$ cat config.mk
export PLATFORM = sky130hd
export DESIGN_NAME = axi4_stream_multiple_downsizer_flat
export DESIGN_NICKNAME = d
export VERILOG_FILES = /design/src/rtl/axi4_stream_multiple_downsizer_pkg.sv /design/src/rtl/axi4_stream_if.sv /design/src/rtl/axi4_stream_keep_last_lane.sv /design/src/rtl/axi4_stream_multiple_downsizer.sv /design/src/flat_wrapper.sv
export SDC_FILE = /design/constraint.sdc
export NUM_CORES = 1
export LEC_CHECK = 0
export CAP_MARGIN = 20
export CORE_MARGIN = 2
export CORE_UTILIZATION = 45
export DETAILED_ROUTE_END_ITERATION = 16
export PLACE_DENSITY = 0.76
export SYNTH_ARGS = -nofsm -noshare
export SYNTH_HDL_FRONTEND = slang
export SYNTH_SLANG_ARGS = --single-unit
$ cat constraint.sdc
create_clock -name clk_i -period 1.8 [get_ports clk_i]
set_input_delay 0.54 -clock clk_i [delete_from_list [all_inputs] [get_ports clk_i]]
set_output_delay 0.54 -clock clk_i [all_outputs]
set_load 0.02 [all_outputs]
$ cat src/rtl/axi4_stream_multiple_downsizer_pkg.sv
// Shared state encoding for the AXI4-Stream wide-to-narrow downsizer.
package axi4_stream_multiple_downsizer_pkg;

    typedef enum logic {
        EMPTY = 1'b0,
        SEND  = 1'b1
    } state_e;

endpackage

$ cat src/rtl/axi4_stream_if.sv
// AXI4-Stream bundle; tkeep/tstrb carry one bit per tdata byte.
interface axi4_stream_if #(
    parameter int TDATA_WIDTH = 32,
    parameter int ID_WIDTH    = 4,
    parameter int DEST_WIDTH  = 4,
    parameter int USER_WIDTH  = 1
);
    localparam int KEEP_WIDTH = TDATA_WIDTH / 8;

    logic [TDATA_WIDTH-1:0] tdata;
    logic [KEEP_WIDTH-1:0]  tkeep;
    logic [KEEP_WIDTH-1:0]  tstrb;
    logic                   tvalid;
    logic                   tready;
    logic                   tlast;
    logic [ID_WIDTH-1:0]    tid;
    logic [DEST_WIDTH-1:0]  tdest;
    logic [USER_WIDTH-1:0]  tuser;

    modport master (
        output tdata, tkeep, tstrb, tvalid, tlast, tid, tdest, tuser,
        input  tready
    );

    modport slave (
        input  tdata, tkeep, tstrb, tvalid, tlast, tid, tdest, tuser,
        output tready
    );

endinterface

$ cat src/rtl/axi4_stream_keep_last_lane.sv
// Priority encoder: index of the highest narrow lane with any tkeep bit set
// (0 when tkeep is all zero).
module axi4_stream_keep_last_lane #(
    parameter int  RATIO      = 2,
    parameter int  LANE_BYTES = 4,
    localparam int LANE_W     = $clog2(RATIO)
) (
    input  logic [RATIO*LANE_BYTES-1:0] keep,
    output logic [LANE_W-1:0]           last_lane
);

    always_comb begin
        last_lane = '0;
        for (int i = 0; i < RATIO; i++) begin
            if (|keep[i*LANE_BYTES +: LANE_BYTES]) begin
                last_lane = LANE_W'(i);
            end
        end
    end

endmodule

$ cat src/rtl/axi4_stream_multiple_downsizer.sv
// Splits each wide AXI4-Stream beat into RATIO narrow beats, LSB lane first,
// trimming unused trailing lanes of tlast beats. All outputs are registered.
module axi4_stream_multiple_downsizer
    import axi4_stream_multiple_downsizer_pkg::*;
#(
    parameter int SLAVE_TDATA_WIDTH  = 64,
    parameter int MASTER_TDATA_WIDTH = 32,
    parameter int ID_WIDTH           = 4,
    parameter int DEST_WIDTH         = 4,
    parameter int USER_WIDTH         = 1
) (
    input logic            clk_i,
    input logic            rst_n_i,
    axi4_stream_if.slave   pkt_i,
    axi4_stream_if.master  pkt_o
);

    localparam int RATIO         = SLAVE_TDATA_WIDTH / MASTER_TDATA_WIDTH;
    localparam int LANE_W        = $clog2(RATIO);
    localparam int SLAVE_KEEP_W  = SLAVE_TDATA_WIDTH / 8;
    localparam int MASTER_KEEP_W = MASTER_TDATA_WIDTH / 8;

    state_e state, state_next;
    logic   load, advance, in_hs, out_hs, at_last, first, first_next;

    logic [LANE_W-1:0] lane, last_lane, next_lane, keep_last_lane, in_last_lane;

    logic [SLAVE_TDATA_WIDTH-1:0] buf_data;
    logic [SLAVE_KEEP_W-1:0]      buf_keep, buf_strb;
    logic                         buf_last;

    logic [MASTER_TDATA_WIDTH-1:0] out_data;
    logic [MASTER_KEEP_W-1:0]      out_keep, out_strb;
    logic                          out_last;
    logic [ID_WIDTH-1:0]           out_id;
    logic [DEST_WIDTH-1:0]         out_dest;
    logic [USER_WIDTH-1:0]         out_user;

    axi4_stream_keep_last_lane #(
        .RATIO      (RATIO),
        .LANE_BYTES (MASTER_KEEP_W)
    ) u_keep_last_lane (
        .keep      (pkt_i.tkeep),
        .last_lane (keep_last_lane)
    );

    assign out_hs       = (state == SEND) && pkt_o.tready;
    assign at_last      = (lane == last_lane);
    assign pkt_i.tready = (state == EMPTY) || (at_last && out_hs);
    assign in_hs        = pkt_i.tvalid && pkt_i.tready;
    assign next_lane    = lane + 1'b1;
    assign in_last_lane = pkt_i.tlast ? keep_last_lane : LANE_W'(RATIO - 1);

    // A beat loaded on the closing handshake of a tlast beat starts a new packet.
    assign first_next = !out_hs ? first : (at_last && buf_last);

    always_ff @(posedge clk_i or negedge rst_n_i) begin
        if (!rst_n_i) begin
            state <= EMPTY;
        end else begin
            state <= state_next;
        end
    end

    always_comb begin
        state_next = state;
        load       = 1'b0;
        advance    = 1'b0;
        case (state)
            EMPTY: begin
                if (in_hs) begin
                    state_next = SEND;
                    load       = 1'b1;
                end
            end
            SEND: begin
                if (out_hs) begin
                    if (!at_last) begin
                        advance = 1'b1;
                    end else if (in_hs) begin
                        load = 1'b1;
                    end else begin
                        state_next = EMPTY;
                    end
                end
            end
            default: state_next = EMPTY;
        endcase
    end

    // Lane 0 goes straight from the input to the output registers; later lanes come from the buffer.
    always_ff @(posedge clk_i or negedge rst_n_i) begin
        if (!rst_n_i) begin
            first     <= 1'b1;
            lane      <= '0;
            last_lane <= '0;
            buf_data  <= '0;
            buf_keep  <= '0;
            buf_strb  <= '0;
            buf_last  <= 1'b0;
            out_data  <= '0;
            out_keep  <= '0;
            out_strb  <= '0;
            out_last  <= 1'b0;
            out_id    <= '0;
            out_dest  <= '0;
            out_user  <= '0;
        end else begin
            first <= first_next;
            if (load) begin
                lane      <= '0;
                last_lane <= in_last_lane;
                buf_data  <= pkt_i.tdata;
                buf_keep  <= pkt_i.tkeep;
                buf_strb  <= pkt_i.tstrb;
                buf_last  <= pkt_i.tlast;
                out_data  <= pkt_i.tdata[MASTER_TDATA_WIDTH-1:0];
                out_keep  <= pkt_i.tkeep[MASTER_KEEP_W-1:0];
                out_strb  <= pkt_i.tstrb[MASTER_KEEP_W-1:0];
                out_last  <= pkt_i.tlast && (in_last_lane == '0);
                out_id    <= pkt_i.tid;
                out_dest  <= pkt_i.tdest;
                out_user  <= first_next ? pkt_i.tuser : '0;
            end else if (advance) begin
                lane     <= next_lane;
                out_data <= buf_data[int'(next_lane)*MASTER_TDATA_WIDTH +: MASTER_TDATA_WIDTH];
                out_keep <= buf_keep[int'(next_lane)*MASTER_KEEP_W +: MASTER_KEEP_W];
                out_strb <= buf_strb[int'(next_lane)*MASTER_KEEP_W +: MASTER_KEEP_W];
                out_last <= buf_last && (next_lane == last_lane);
                out_user <= '0;
            end
        end
    end

    assign pkt_o.tvalid = (state == SEND);
    assign pkt_o.tdata  = out_data;
    assign pkt_o.tkeep  = out_keep;
    assign pkt_o.tstrb  = out_strb;
    assign pkt_o.tlast  = out_last;
    assign pkt_o.tid    = out_id;
    assign pkt_o.tdest  = out_dest;
    assign pkt_o.tuser  = out_user;

endmodule

$ cat src/flat_wrapper.sv
// flat-port wrapper written by rule: the top's interface ports become plain ports
module axi4_stream_multiple_downsizer_flat import axi4_stream_multiple_downsizer_pkg::*;
#(
    parameter int SLAVE_TDATA_WIDTH  = 64,
    parameter int MASTER_TDATA_WIDTH = 32,
    parameter int ID_WIDTH           = 4,
    parameter int DEST_WIDTH         = 4,
    parameter int USER_WIDTH         = 1
)
  (clk_i, rst_n_i, pkt_i_tdata, pkt_i_tkeep, pkt_i_tstrb, pkt_i_tvalid, pkt_i_tlast, pkt_i_tid, pkt_i_tdest, pkt_i_tuser, pkt_i_tready, pkt_o_tdata, pkt_o_tkeep, pkt_o_tstrb, pkt_o_tvalid, pkt_o_tlast, pkt_o_tid, pkt_o_tdest, pkt_o_tuser, pkt_o_tready);
  axi4_stream_if #(.TDATA_WIDTH((64)), .ID_WIDTH(ID_WIDTH), .DEST_WIDTH(DEST_WIDTH), .USER_WIDTH(USER_WIDTH)) pkt_i_i ();
  axi4_stream_if #(.TDATA_WIDTH((32)), .ID_WIDTH(ID_WIDTH), .DEST_WIDTH(DEST_WIDTH), .USER_WIDTH(USER_WIDTH)) pkt_o_i ();
  input logic clk_i;
  input logic rst_n_i;
  input wire logic [$bits(pkt_i_i.tdata)-1:0] pkt_i_tdata;
  input wire logic [$bits(pkt_i_i.tkeep)-1:0] pkt_i_tkeep;
  input wire logic [$bits(pkt_i_i.tstrb)-1:0] pkt_i_tstrb;
  input wire logic [$bits(pkt_i_i.tvalid)-1:0] pkt_i_tvalid;
  input wire logic [$bits(pkt_i_i.tlast)-1:0] pkt_i_tlast;
  input wire logic [$bits(pkt_i_i.tid)-1:0] pkt_i_tid;
  input wire logic [$bits(pkt_i_i.tdest)-1:0] pkt_i_tdest;
  input wire logic [$bits(pkt_i_i.tuser)-1:0] pkt_i_tuser;
  output wire logic [$bits(pkt_i_i.tready)-1:0] pkt_i_tready;
  output wire logic [$bits(pkt_o_i.tdata)-1:0] pkt_o_tdata;
  output wire logic [$bits(pkt_o_i.tkeep)-1:0] pkt_o_tkeep;
  output wire logic [$bits(pkt_o_i.tstrb)-1:0] pkt_o_tstrb;
  output wire logic [$bits(pkt_o_i.tvalid)-1:0] pkt_o_tvalid;
  output wire logic [$bits(pkt_o_i.tlast)-1:0] pkt_o_tlast;
  output wire logic [$bits(pkt_o_i.tid)-1:0] pkt_o_tid;
  output wire logic [$bits(pkt_o_i.tdest)-1:0] pkt_o_tdest;
  output wire logic [$bits(pkt_o_i.tuser)-1:0] pkt_o_tuser;
  input wire logic [$bits(pkt_o_i.tready)-1:0] pkt_o_tready;
  assign pkt_i_i.tdata = pkt_i_tdata;
  assign pkt_i_i.tkeep = pkt_i_tkeep;
  assign pkt_i_i.tstrb = pkt_i_tstrb;
  assign pkt_i_i.tvalid = pkt_i_tvalid;
  assign pkt_i_i.tlast = pkt_i_tlast;
  assign pkt_i_i.tid = pkt_i_tid;
  assign pkt_i_i.tdest = pkt_i_tdest;
  assign pkt_i_i.tuser = pkt_i_tuser;
  assign pkt_i_tready = pkt_i_i.tready;
  assign pkt_o_tdata = pkt_o_i.tdata;
  assign pkt_o_tkeep = pkt_o_i.tkeep;
  assign pkt_o_tstrb = pkt_o_i.tstrb;
  assign pkt_o_tvalid = pkt_o_i.tvalid;
  assign pkt_o_tlast = pkt_o_i.tlast;
  assign pkt_o_tid = pkt_o_i.tid;
  assign pkt_o_tdest = pkt_o_i.tdest;
  assign pkt_o_tuser = pkt_o_i.tuser;
  assign pkt_o_i.tready = pkt_o_tready;
  axi4_stream_multiple_downsizer #(.SLAVE_TDATA_WIDTH(SLAVE_TDATA_WIDTH), .MASTER_TDATA_WIDTH(MASTER_TDATA_WIDTH), .ID_WIDTH(ID_WIDTH), .DEST_WIDTH(DEST_WIDTH), .USER_WIDTH(USER_WIDTH)) u_core (.clk_i(clk_i), .rst_n_i(rst_n_i), .pkt_i(pkt_i_i), .pkt_o(pkt_o_i));
endmodule
# Word level (Yosys, flattened, before mapping)
# Index checks and enable logic that the tools add are counted.
[totals] regBits=135 in_bits=94 out_inout_bits=52 word_cells=58
[op_classes] n_addsub=1 n_eq_ne=2 n_shift=3 mux=26 bitwise_logic=2 n_reduce_logical=9
[ops] op="32-bit two-way mux" n=2
[ops] op="64-bit by 7-bit variable part select with 32-bit output" n=1
[ops] op="1-bit two-way mux" n=18
[ops] op="4-bit two-way mux" n=4
[ops] op="8-bit by 4-bit variable part select with 4-bit output" n=2
[ops] op="1-bit logical AND" n=6
[ops] op="1-bit case mux with 2 select lines" n=2
[ops] op="4-bit OR reduction" n=1
[ops] op="1-bit == test" n=2
[ops] op="1-bit inverter" n=2
[ops] op="2-bit nonzero test" n=1
[ops] op="1-bit adder (second input constant)" n=1
[ops] op="1-bit logical OR" n=1

# Longest topological paths before layout
[depth] depth_word=9 mapped_depth=7 mapped_depth_nobuf=4

# Cells and area by module
# From an unflattened synthesis, not the netlist that was laid out.
[unflattened] cells_unflattened=486 area_unflattened_um2=6070.8
[by_module_without_submodules] mod="axi4_stream_multiple_downsizer" n_inst=1 cells_per_inst=485 area_each_um2=6063.3 seq_area_each_um2=3379.5
[by_module_without_submodules] mod="axi4_stream_keep_last_lane" n_inst=1 cells_per_inst=1 area_each_um2=7.5 seq_area_each_um2=0.0

# Worst setup path after synthesis
# No wires, ideal clock.
[synth_timing] path_kind="reg-to-output" start="register u_core.lane" end="output pkt_i_tready" arrival_ns=1.310 required_time_ns=1.260 path_slack_ns=-0.050 stages_incl_launch_ff=5 n_path_buf=2 cell_sequence="dfrtp_1 -> buf_4 -> xor2_2 -> o21ai_4 -> clkbuf_1"
[synth_between] elab_chain_len=3
[synth_lines] element="start: declaration" line="axi4_stream_multiple_downsizer.sv:26" rtl="logic [LANE_W-1:0] lane, last_lane, next_lane, keep_last_lane, in_last_lane;"
[synth_lines] element="start signal: assignment" line="axi4_stream_multiple_downsizer.sv:125" rtl="lane <= next_lane;"
[synth_lines] element="1-bit == test" line="axi4_stream_multiple_downsizer.sv:48" rtl="assign at_last = (lane == last_lane);"
[synth_lines] element="1-bit logical AND" line="axi4_stream_multiple_downsizer.sv:49" rtl="assign pkt_i.tready = (state == EMPTY) || (at_last && out_hs);"
[synth_lines] element="1-bit logical OR" line="axi4_stream_multiple_downsizer.sv:49"
[synth_lines] element="end: declaration" line="flat_wrapper.sv:23" rtl="output wire logic [$bits(pkt_i_i.tready)-1:0] pkt_i_tready;"
# No other way between the ends.

# Final worst setup path
# Same ends and word-level chain as after synthesis.

==> results.sh <==
export IMPL_clk_latency_ns=0.42
export IMPL_worst_pin_slew_ns=0.619
export IMPL_rsz0062_at_grt="yes"
export IMPL_final_common_cell="dfrtp_1"
export IMPL_ys_seq_elements=135
export IMPL_post_dp_hpwl_um=9350
export IMPL_slew_headroom=0.587
export IMPL_routed_via_density=5.18
export IMPL_hold_class="flop to flop"
export IMPL_synth_area_top_cells="dfrtp_1 (55%), mux2_4 (12%), mux2_2 (7.6%), o21ai_0 (6.8%), mux2i_1 (6.7%)"
export IMPL_met1_length_um=6800
export IMPL_syn_avg_cell_area_sq_um=12.7
export IMPL_place_inst=795
export IMPL_ys_seq_area_frac=0.555
export IMPL_ys_warn_count=0
export IMPL_grt_max_degree=50
export IMPL_fin_tns_setup_ns=-6.21
export IMPL_wire_per_inst_um=18.8
export IMPL_fin_area_sq_um=8850
export IMPL_dr_pass1_iters=5
export IMPL_period_share=1.10
export IMPL_p_leak_nw=4.02
export IMPL_startpoint_type="flop"
export IMPL_io_pins=146
export IMPL_final_util=0.668
export IMPL_violations="setup timing"
export IMPL_diodes=0
export IMPL_cts_max_level=4
export IMPL_top_layer_used="met4"
export IMPL_synth_nets=575
export IMPL_n_fill_cell=997
export IMPL_status="finished, violations left"
export IMPL_netlist_cell_type_count=27
export IMPL_grt_usage=0.212
export IMPL_via_count=4421
export IMPL_overflow=0
export IMPL_initial_core_util=0.460
export IMPL_routabilityCongestion=0.766
export IMPL_worstSetupPathType="flop to output pin"
export IMPL_hold_viol=0
export IMPL_drive_gt1_frac=0.274
export IMPL_maxSlewViolCount=0
export IMPL_drt_iter0_markers=315
export IMPL_cts_root_buf="clkbuf_16"
export IMPL_dieArea_sq_um=14500
export IMPL_place_area_sq_um=7840
export IMPL_setup_viol=82
export IMPL_drc=0
export IMPL_syn_inst=481
export IMPL_wl_met2_um=8170
export IMPL_seqCellArea_sq_um=3380
export IMPL_rows=42
export IMPL_critPathRequiredTime_ns=1.26
export IMPL_mostFrequentLayoutCells="dfrtp_1 (132), clkdlybuf4s50_1 (90), o21ai_0 (61), dlygate4sd2_1 (51), mux2_4 (48)"
export IMPL_clkSinkCount=135
export IMPL_fin_nets=759
export IMPL_cts_clk_slew_worst_paths_ns=0.06
export IMPL_synth_top_area_frac=0.551
export IMPL_max_cap_violations=0
export IMPL_yosysTopAreaCell="dfrtp_1"
export IMPL_numCtsBuffers=17
export IMPL_arrival_ns=1.44
export IMPL_min_period_ns=1.98
export IMPL_die_x_um=120
export IMPL_grt_pass1_wl_um=23500
export IMPL_fin_cells=854
export IMPL_crit_path_end_kind="output pin"
export IMPL_peakVddDrop_mv=0.962
export IMPL_setup_ws_ns=-0.175
export IMPL_syn_area_sq_um=6090
export IMPL_clock_skew_ns=0.00492
export IMPL_grt_pass1_vias=4514
export IMPL_io_buffers=145
export IMPL_fp_dieH_um=120
export IMPL_pwr_density_cell_nw_per_um2=1740
export IMPL_routed_wl_um=16100
export IMPL_route_met3_wl_um=779
export IMPL_antenna_found_initial=0
export IMPL_multi_input_area_sq_um=2370
export IMPL_fmax_ghz=0.506
export IMPL_postRouteAntennaNets=0
export IMPL_crit_fanout=2
export IMPL_clk_path_buf_depth=2
export IMPL_syn_to_final_growth_pct=45.4
export IMPL_cts_tree="built"
export IMPL_core_area_sq_um=13200
==> state kept, by name (all words and copies together), names as in the netlist <==
register / flops
u_core.pkt_o.tstrb: 4
u_core.pkt_o.tlast: 1
u_core.pkt_o.tid: 4
u_core.pkt_o.tdest: 4
u_core.pkt_o.tvalid: 1
u_core.buf_strb: 8
u_core.buf_last: 1
u_core.pkt_o.tuser: 1
u_core.pkt_o.tkeep: 4
u_core.buf_keep: 8
u_core.last_lane: 1
u_core.buf_data: 64
u_core.lane: 1
u_core.first: 1
u_core.pkt_o.tdata: 32
==> worst max-delay path, stage by stage, from the launching register on <==
cell	delay (ns)
dfrtp_2	0.44
xor2_4	0.20
o21ai_4	0.15
buf_6	0.12
buf_6	0.12
==> area by class of cell <==
cell class,instances,area share
clock inverter,8,0.00806
clock buffer,24,0.0556
multi-input combinational,270,0.267
inverter,43,0.0182
tap,176,0.0249
timing repair buffer,198,0.244
sequential,135,0.382
==> cell families after synthesis <==
kind of cell           synth area share
multiplexers                      0.262
AND/OR/NAND/NOR                  0.0421
buffers and inverters            0.0617
flip-flops                        0.555
XOR/XNOR                        0.00267
AO/OA/AOI/OAI                    0.0769
==> what timing repair did <==
action | 4_1_cts | 5_1_grt
endpoints found under the setup margin | 52 | 88
gates cloned | 0 | 12
endpoints found under the hold margin | 25 | 0
gates resized for setup | 55 | 42
pin swaps | 2 | 2
buffers inserted | 2 | 12
hold buffers | 1 | 0
==> synthesized netlist by cell type <==
library cell,count
buf_6,1
buf_8,5
nor2b_1,2
dfrtp_1,134
o21ai_4,1
nand2_1,3
a21oi_1,1
buf_2,5
a21boi_0,1
nor4_1,1
and2_4,1
a211oi_1,1
a31o_2,1
inv_1,43
mux2_4,48
clkbuf_2,1
nand2b_1,1
o31ai_1,1
buf_4,5
o21ai_0,83
nand3_1,41
mux2i_1,41
clkbuf_1,16
nand4_1,1
dfstp_2,1
mux2_2,41
xor2_2,1
==> per-stage QoR <==
| stage | setup WS, ns | power (mW) | hold slack [ns] |
|---|---|---|---|
| CTS | -0.211 | 14.8 | 0.509 |
| global placement | -0.379 | 11.5 | 0.422 |
| detailed placement | -0.394 | 11.8 | 0.433 |
| finish | -0.175 | 15.4 | 0.503 |
| floorplan | 0.00676 | 9.36 | 0.244 |
| global route | -0.221 | 16.3 | 0.521 |
==> per-layer routing <==
metal,global-route usage,vias up
li1,-,2043
met1,0.267,2221
met2,0.353,132
met3,0.0519,25
met4,0.0836,0
met5,0,-
==> worst paths after layout <==
kind	to	cells after the start	slack (ns)	startpoint
max	pkt_i_tready	4	-0.18	u_core.lane$_DFFE_PN0P_
min	u_core.pkt_o.tid[0]$_DFFE_PN0P_	1	0.50	u_core.pkt_o.tid[0]$_DFFE_PN0P_
max reg2reg	u_core.buf_keep[4]$_DFFE_PN0P_	8	-0.14	u_core.lane$_DFFE_PN0P_
min reg2reg	u_core.pkt_o.tid[0]$_DFFE_PN0P_	1	0.50	u_core.pkt_o.tid[0]$_DFFE_PN0P_
max in group asynchronous	u_core.first$_DFF_PN1_	3	0.68	rst_n_i
min in group asynchronous	u_core.buf_strb[0]$_DFFE_PN0P_	2	0.56	rst_n_i
==> where the power goes <==
part           internal (mW)  switching (mW)
clock                   2.03            1.26
combinational           3.63            3.10
sequential              4.54           0.861
(Power assumes the default switching activity.)
